===== src/rtl/multdiv_unit.sv =====
// Multicycle signed multiply/divide unit beside the ALU in execute.
// Magnitude shift-add / restoring divide, one bit per cycle, fixed 33-cycle latency.
module multdiv_unit #(
  parameter int WIDTH       = 32,
  parameter int RSTATUS_MUL = 4,
  parameter int RSTATUS_DIV = 5
) (
  input  logic             clock,
  input  logic             reset,
  input  logic             ctrl_mult,
  input  logic             ctrl_div,
  input  logic [WIDTH-1:0] operand_a,
  input  logic [WIDTH-1:0] operand_b,
  input  logic [4:0]       rd_in,
  output logic             busy,
  output logic             result_rdy,
  output logic [WIDTH-1:0] result,
  output logic             exception,
  output logic [WIDTH-1:0] status_code,
  output logic [4:0]       rd_out
);

  localparam int CW = $clog2(WIDTH) + 1;
  localparam logic [2*WIDTH-1:0] NEG_LIMIT = {{WIDTH{1'b0}}, 1'b1, {(WIDTH-1){1'b0}}};
  localparam logic [2*WIDTH-1:0] POS_LIMIT = NEG_LIMIT - 1'b1;
  localparam logic [WIDTH-1:0]   MOST_NEG  = {1'b1, {(WIDTH-1){1'b0}}};

  typedef enum logic [1:0] {S_IDLE, S_MUL, S_DIV, S_DONE} state_t;

  state_t state_q, state_d;

  logic [CW-1:0]      cnt_q;
  logic [WIDTH-1:0]   a_q, b_q;
  logic [4:0]         rd_q;
  // wa_q: shifting multiplicand (MUL) or dividend/quotient register (DIV)
  logic [2*WIDTH-1:0] wa_q;
  logic [WIDTH-1:0]   wb_q;
  // acc_q: product accumulator (MUL) or partial remainder (DIV)
  logic [2*WIDTH-1:0] acc_q;

  logic [WIDTH-1:0]   result_q, status_q;
  logic               exc_q;
  logic [4:0]         rd_out_q;

  function automatic logic [WIDTH-1:0] mag(input logic [WIDTH-1:0] v);
    return v[WIDTH-1] ? -v : v;
  endfunction

  logic last, start, can_start;
  assign last      = (cnt_q == CW'(WIDTH));
  assign start     = ctrl_mult | ctrl_div;
  assign can_start = (state_q == S_IDLE) || (state_q == S_DONE);

  // ---------------- FSM: state register ----------------
  always_ff @(posedge clock or posedge reset) begin
    if (reset) state_q <= S_IDLE;
    else       state_q <= state_d;
  end

  // ---------------- FSM: next state ----------------
  always_comb begin
    state_d = state_q;
    case (state_q)
      S_IDLE, S_DONE: begin
        if (ctrl_mult)     state_d = S_MUL;
        else if (ctrl_div) state_d = S_DIV;
        else               state_d = S_IDLE;
      end
      S_MUL:   if (last) state_d = S_DONE;
      S_DIV:   if (last) state_d = S_DONE;
      default: state_d = S_IDLE;
    endcase
  end

  // ---------------- FSM: outputs ----------------
  always_comb begin
    busy       = 1'b0;
    result_rdy = 1'b0;
    case (state_q)
      S_MUL, S_DIV: busy = 1'b1;
      S_DONE: begin
        busy       = 1'b1;
        result_rdy = 1'b1;
      end
      default: ;
    endcase
  end

  // ---------------- step / finalize datapath ----------------
  logic [2*WIDTH-1:0] mul_acc_d;
  logic [WIDTH:0]     div_trial, div_sub;
  logic               div_ge;
  logic               neg;
  logic               mul_ovf, div_exc;
  logic [WIDTH-1:0]   mul_res, div_res;

  always_comb begin
    mul_acc_d = acc_q + (wb_q[0] ? wa_q : '0);
    div_trial = {acc_q[WIDTH-1:0], wa_q[WIDTH-1]};
    div_sub   = div_trial - {1'b0, wb_q};
    div_ge    = (div_trial >= {1'b0, wb_q});
    neg       = a_q[WIDTH-1] ^ b_q[WIDTH-1];
    // A negative product may reach magnitude 2^(W-1); a positive one may not
    mul_ovf   = neg ? (acc_q > NEG_LIMIT) : (acc_q > POS_LIMIT);
    mul_res   = neg ? -acc_q[WIDTH-1:0] : acc_q[WIDTH-1:0];
    div_exc   = (b_q == '0) || ((a_q == MOST_NEG) && (b_q == '1));
    div_res   = neg ? -wa_q[WIDTH-1:0] : wa_q[WIDTH-1:0];
  end

  always_ff @(posedge clock or posedge reset) begin
    if (reset) begin
      cnt_q    <= '0;
      a_q      <= '0;
      b_q      <= '0;
      rd_q     <= '0;
      wa_q     <= '0;
      wb_q     <= '0;
      acc_q    <= '0;
      result_q <= '0;
      status_q <= '0;
      exc_q    <= 1'b0;
      rd_out_q <= '0;
    end else begin
      case (state_q)
        S_IDLE, S_DONE: begin
          if (start && can_start) begin
            a_q   <= operand_a;
            b_q   <= operand_b;
            rd_q  <= rd_in;
            cnt_q <= '0;
            acc_q <= '0;
            wa_q  <= {{WIDTH{1'b0}}, mag(operand_a)};
            wb_q  <= mag(operand_b);
          end
        end
        S_MUL: begin
          if (!last) begin
            acc_q <= mul_acc_d;
            wa_q  <= {wa_q[2*WIDTH-2:0], 1'b0};
            wb_q  <= {1'b0, wb_q[WIDTH-1:1]};
            cnt_q <= cnt_q + CW'(1);
          end else begin
            exc_q    <= mul_ovf;
            result_q <= mul_ovf ? '0 : mul_res;
            status_q <= mul_ovf ? WIDTH'(RSTATUS_MUL) : '0;
            rd_out_q <= rd_q;
          end
        end
        S_DIV: begin
          if (!last) begin
            acc_q <= {{WIDTH{1'b0}}, (div_ge ? div_sub[WIDTH-1:0] : div_trial[WIDTH-1:0])};
            wa_q  <= {{WIDTH{1'b0}}, wa_q[WIDTH-2:0], div_ge};
            cnt_q <= cnt_q + CW'(1);
          end else begin
            exc_q    <= div_exc;
            result_q <= div_exc ? '0 : div_res;
            status_q <= div_exc ? WIDTH'(RSTATUS_DIV) : '0;
            rd_out_q <= rd_q;
          end
        end
        default: ;
      endcase
    end
  end

  assign result      = result_q;
  assign exception   = exc_q;
  assign status_code = status_q;
  assign rd_out      = rd_out_q;

endmodule


===== config.mk =====
export PLATFORM = sky130hd
export DESIGN_NAME = multdiv_unit
export DESIGN_NICKNAME = d
export VERILOG_FILES = /design/src/rtl/multdiv_unit.sv
export SDC_FILE = /design/constraint.sdc
export NUM_CORES = 1
export LEC_CHECK = 0
export CAP_MARGIN = 20
export CORE_MARGIN = 2
export CORE_UTILIZATION = 46
export CTS_CLUSTER_SIZE = 24
export DETAILED_ROUTE_END_ITERATION = 10
export SLEW_MARGIN = 5
export SYNTH_ARGS = -nofsm -noshare
export SYNTH_HDL_FRONTEND = slang
export SYNTH_SLANG_ARGS = --single-unit

===== constraint.sdc =====
create_clock -name clock -period 12.4 [get_ports clock]
set_input_delay 2.48 -clock clock [delete_from_list [all_inputs] [get_ports clock]]
set_output_delay 2.48 -clock clock [all_outputs]
set_load 0.005 [all_outputs]

; Yosys cells after proc, flatten, opt, wreduce, memory -nomap -nowiden
; Cells that the tools add are included.
[word_totals]
ff_bits = 307
inputBits = 73
out_inout_bits = 72
elab_cells = 94
[op_classes]
add_sub_neg = 7
n_lt_le_gt_ge = 3
n_eq_ne = 13
mux = 40
n_bitwise = 2
reduce_logical = 17
[ops]
columns = op, n
row1 = 2-to-1 mux 64 bit, 7
row2 = 2-to-1 mux 32 bit, 13
row3 = case mux 64 bit (3 select lines), 2
row4 = case mux 32 bit (2 select lines), 3
row5 = negator 32 bit, 4
row6 = adder 64 bit, 1
row7 = "equality test 32 bit, second input constant", 2
row8 = "greater-than comparator 64 x 31 -> 1 bit, second input constant", 1
row9 = "greater-than comparator 64 x 32 -> 1 bit, second input constant", 1
row10 = >= comparator 33 x 32 -> 1 bit, 1
row11 = logical NOT 32 bit, 1
row12 = subtractor 32 bit, 1
row13 = 2-to-1 mux 6 bit, 2
row14 = "!= test 2 bit, second input constant", 6
row15 = case mux 6 bit (2 select lines), 1
row16 = AND reduction 3 bit, 3
row17 = "adder 6 x 1 -> 6 bit, second input constant", 1
row18 = "equality test 6 bit, second input constant", 1
row19 = 2-to-1 mux 2 bit, 3
row20 = 2-to-1 mux 3 bit, 2
row21 = AND reduction 2 bit, 3
row22 = 2-to-1 mux 1 bit, 5
row23 = "equality test 2 bit, second input constant", 2
row24 = case mux 2 bit (2 select lines), 1
row25 = other kinds (11), 15

; Longest topological paths before layout
[logic_depth]
word_depth = 6
ltp_mapped = 16
ltp_nobuf = 14

; Least setup slack after synthesis
; OpenSTA, ideal clock, no wires.
[synth_timing]
path_type = input to register
start = input port operand_a[8]
end = register wa_q[29]
arrival_ps = 4853
slack_ps = 7416
path_stages = 10
cell_sequence = or3_4 > or4_4 > or3_4 > or3_4 > or2_4 > o41ai_2 > xor2_1 > nor2_1 > a21oi_2 > o21ai_1
[synth_via]
elab_chain_cells = 4
[synth_rtl]
columns = item, line_no
row1 = start: declaration, 12  ; input logic [WIDTH-1:0] operand_a,
row2 = negator 32 bit, 46  ; return v[WIDTH-1] ? -v : v;
row3 = 2-to-1 mux 32 bit, 46
row4 = 2-to-1 mux 64 bit, 126  ; if (start && can_start) begin
row5 = case mux 64 bit (3 select lines), 124  ; case (state_q)
row6 = end signal: assignment, 132  ; wa_q <= {{WIDTH{1'b0}}, mag(operand_a)};
row7 = end signal: assignment, 139  ; wa_q <= {wa_q[2*WIDTH-2:0], 1'b0};
row8 = end signal: assignment, 152  ; wa_q <= {{WIDTH{1'b0}}, wa_q[WIDTH-2:0], div_ge};
row9 = end: declaration, 36  ; logic [2*WIDTH-1:0] wa_q;
; No other way between the ends. The select of a mux whose other input is x is not followed.
; A chain may end at the register's enable or synchronous reset.

; Worst setup path after layout
[layout_timing]
start = input port operand_a[7]
end = register wa_q[29]
; Same word-level chain as after synthesis.

==> summary.md <==
| Metric | Value |
|---|---|
| Iteration-0 DRC Markers | 1303 |
| Root Driver | clkbuf_16 |
| Async SR Flop Fraction | 100% |
| Util after Layout | 53.3% |
| Synth Cell Area | about 20000 um2 |
| Vias in the first global route | 18400 |
| Row count | 76 |
| Max Fclk | 195 MHz |
| Post-synth cell types | 75 |
| Power consumption | 0.00600 W |
| Vias | around 18000 |
| Comb pwr share | between 50% and 60% |
| Port bufs | ~110 |
| Share of cells above drive strength 1 | about 4.4% |
| Final period util | between 40 and 50% |
| Largest net degree at the start of global routing | 96 |
| MaxCap Viol Count | 0 |
| Post-cts sizing count | 0 |
| Overflow after GRT | 0 |
| Area after DPL | between 20000 and 25000 um2 |
| Hold buffer count at cts | 0 |
| Routability cong. | between 0.9 and 1 |
| Worst-path fanout max | 6 |
| Htree depth | 2 |
| Synth Warn # | 0 |
| Crit path DAT | ~5.6 ns |
| Switching Fraction | a little under half |
| #FFs+latches synth | around 280 |
| Die width | between 200 and 250 um |
| I/O Pins | between 100 and 150 |
| Vias/cell | a little under 6 |
| Clock Pin Slew Worst Setup and Hold Paths | 0.06 ns |
| Worst path cell trace | clkdlybuf4s50_1, or3_4, or4_4, or3_4, or3_4, or2_4, o41ai_2, xor2_1, nor2_1, a21oi_2, o21ai_1 |
| Skew-Pair Late Insertion Delay | 0.56 ns |
| Number of synthesized flops with an enable pin | 0 |
| Final ANT Viol Nets | 0 |
| # placed instances | between 3000 and 4000 |
| CP bufs+invs | 1 |
| GRT Overall Usage | between 20% and 30% |
| Critical Path Start Type | input port |
| Power share of the clock group | about 18% |
| Final hold vios | 0 |
| TritonCTS buffer count | 36 |
| Max Root-Sink Buffers | 3 |
| Setup bufs post-CTS | 0 |
| Final #Nets | around 2800 |
| Top delay family on crit path | simple AND/OR/NAND/NOR gates |
| Peak supply drop | around 0.22 mV |
| Slew margin rel. | between 20% and 30% |
| Worst path required time | approximately 13 ns |
| Most frequent cells in the layout | nand2_1 (456), dfrtp_1 (276), a21oi_1 (212) |
| Setup TNS Final | 0 ns |
| Initial Util | between 40% and 50% |
| Post-Synthesis Cells | approximately 2500 |
| First-pass detailed-route iteration total | 6 |
| Leading cell type in the layout, fill and taps excluded | nand2_1 |
| Pwr Density | 260 nW/um2 |
| Sequential Power Share | between 20% and 30% |
| Non-Filler Instances | 3196 |
| Initial antenna violation count | 1 |
| Slew Viols, Final | 0 |
| Slowest cell on crit path | clkdlybuf4s50_1 |
| Finished layout cell area | about 23000 um2 |
| RSZ-0062 raised after global routing | false |
| Clk_skew | roughly 0.019 ns |
| Routed WL per cell | ~19 um |
| Top cell by count, worst path | or3_4 |
| R2R Setup Slk | 7.95 ns |
| Crit-path max cell delay | between 0.4 and 0.5 ns |
| Internal power | roughly 0.0031 W |
| Syn_area_per_cell | 7.97 um2 |
| Post-route DRC | 0 |
| Post-synthesis sequential area ratio | 34.0% |
| Worst slew pin tran | 1.06 ns |
| Die Ht | ~210 um |
| Outcome | complete, no violations |
| CTS Sinks | 276 |
| Net switching power | 0.00286 W |
| Critical path capture point type | register |
| Most used DFF post-synth | dfrtp_1 |
| TritonCTS clock tree | done |
| Antenna diodes | 0 |
| Tmin final | between 5 and 6 ns |
| Core Region | roughly 43000 um2 |
| Die area | around 46000 um2 |
| First-pass GRT wire length | a little under 100 mm |
| Hold Path Class | register to register |
| Post-detail-place hpwl | 45.2 mm |
| Lkg Pwr | around 10 nW |
| Post-Route WL | between 60 and 70 mm |
| Area grow syn2layout | 13.7% |
| Setup violators final | 0 |
| CP Class | input port to register |
-- path summary, 6_finish.rpt --
kind / startpoint / end / cells after the start
max in group asynchronous: reset / a_q[15] / 4
worst min-delay path: rd_q[1] / rd_q[1] / 2
worst max register to register: wb_q[0] / acc_q[60] / 15
worst min register to register: rd_q[1] / rd_q[1] / 2
min in group asynchronous: reset / wa_q[57] / 2
worst max-delay path: operand_a[7] / wa_q[29] / 11
-- worst register-to-register path, cell delays in order (launching register included) --
cell and delay, ns:
dfrtp_1 0.35, buf_4 0.45, and2_1 0.25, ha_1 0.18, inv_1 0.07, fa_1 0.41
nor2b_1 0.18, o2111ai_1 0.16, a31oi_1 0.28, a211oi_1 0.20, nand3_1 0.22, and3_1 0.28
o21ai_1 0.12, a2111oi_0 0.72, o31ai_1 0.17, a32o_1 0.29
-- cells in the mapped netlist, types with 8 or more instances --
master | count | area share [%]
mux2i_1 | 15 | 0.74
nor4_1 | 41 | 1.3
o21bai_1 | 22 | 0.81
a21oi_1 | 212 | 5.2
a211oi_1 | 16 | 0.59
buf_1 | 13 | 0.24
o41ai_1 | 13 | 0.56
buf_4 | 31 | 1.1
or3_1 | 10 | 0.31
nor3_1 | 26 | 0.64
nand2_1 | 456 | 8.4
a22oi_1 | 22 | 0.81
xnor2_1 | 101 | 4.4
clkbuf_1 | 120 | 2.2
or4_1 | 13 | 0.48
a31oi_1 | 15 | 0.46
and2_1 | 72 | 2.2
o211ai_1 | 8 | 0.30
a21o_1 | 45 | 1.7
or2_2 | 8 | 0.25
xor2_1 | 100 | 4.3
o221ai_1 | 38 | 1.6
o21ai_0 | 193 | 4.8
inv_1 | 91 | 1.7
nand4_1 | 38 | 1.2
dfrtp_1 | 276 | 34
nand3_1 | 58 | 1.4
nor2_1 | 170 | 3.1
and3_1 | 21 | 0.65
ha_1 | 106 | 6.5
nand2b_1 | 17 | 0.52
nor2b_1 | 15 | 0.46
o21a_1 | 50 | 1.9
o31ai_1 | 28 | 1.0
-- layout make-up --
class	instances	area, um2
multi-input cells	2041	12400
clock buffers	50	1020
clock inverters	15	230
well taps	585	732
fillers	4174	20200
inverters	91	349
repair buffers	138	1370
flip-flops and latches	276	6910
-- per-layer routing --
layer | global-route usage, % | share of wire (%) | up-vias
met4 | 9.51 | 3.3 | 0
met1 | 33.2 | 44 | 8903
met3 | 3.27 | 3.9 | 112
met5 | 0 | 0 | -
li1 | - | - | 9002
met2 | 45.7 | 49 | 393
-- registers in the layout, indices dropped and copies added (netlist names) --
name	count
acc_q	64
status_code	2
b_q	32
cnt_q	6
result	32
rd_out	5
state_q	2
wa_q	64
a_q	32
wb_q	32
rd_q	5
-- power by group through the flow --
| stage | Combinational [W] | Sequential (W) | Clock [W] |
|---|---|---|---|
| final | 0.00331 | 0.00158 | 0.00111 |
| after global routing | 0.00372 | 0.00162 | 0.00117 |
| after CTS | 0.00328 | 0.00158 | 0.00113 |
| after detailed placement | 0.00327 | 0.00159 | 0 |
| after global placement | 0.00322 | 0.00159 | 0 |
| after floorplan | 0.00253 | 0.00142 | 0 |
-- logic make-up (layout without fill, tap and decap cells) --
family / count (synthesis) / in the layout / share of synthesized area, %
buffers and inverters: 258 / 294 / 5.38
AOI/OAI and AO/OA: 720 / 720 / 22.4
muxes: 20 / 20 / 1.02
and+or+nand+nor: 962 / 962 / 21.7
xor gates and xnor gates: 201 / 201 / 8.68
adders and majority gates: 108 / 108 / 6.74
other: 1 / 30 / 0.0185
DFF: 276 / 276 / 34.0
-- stage by stage --
step,worst slack (ns),hold WS [ns]
2_1_floorplan,2.31,0.439
3_3_place_gp,6.77,0.455
3_5_place_dp,6.69,0.460
4_1_cts,7.29,0.477
5_1_grt,7.09,0.504
6_report,7.28,0.472
(Power assumes the default switching activity.)
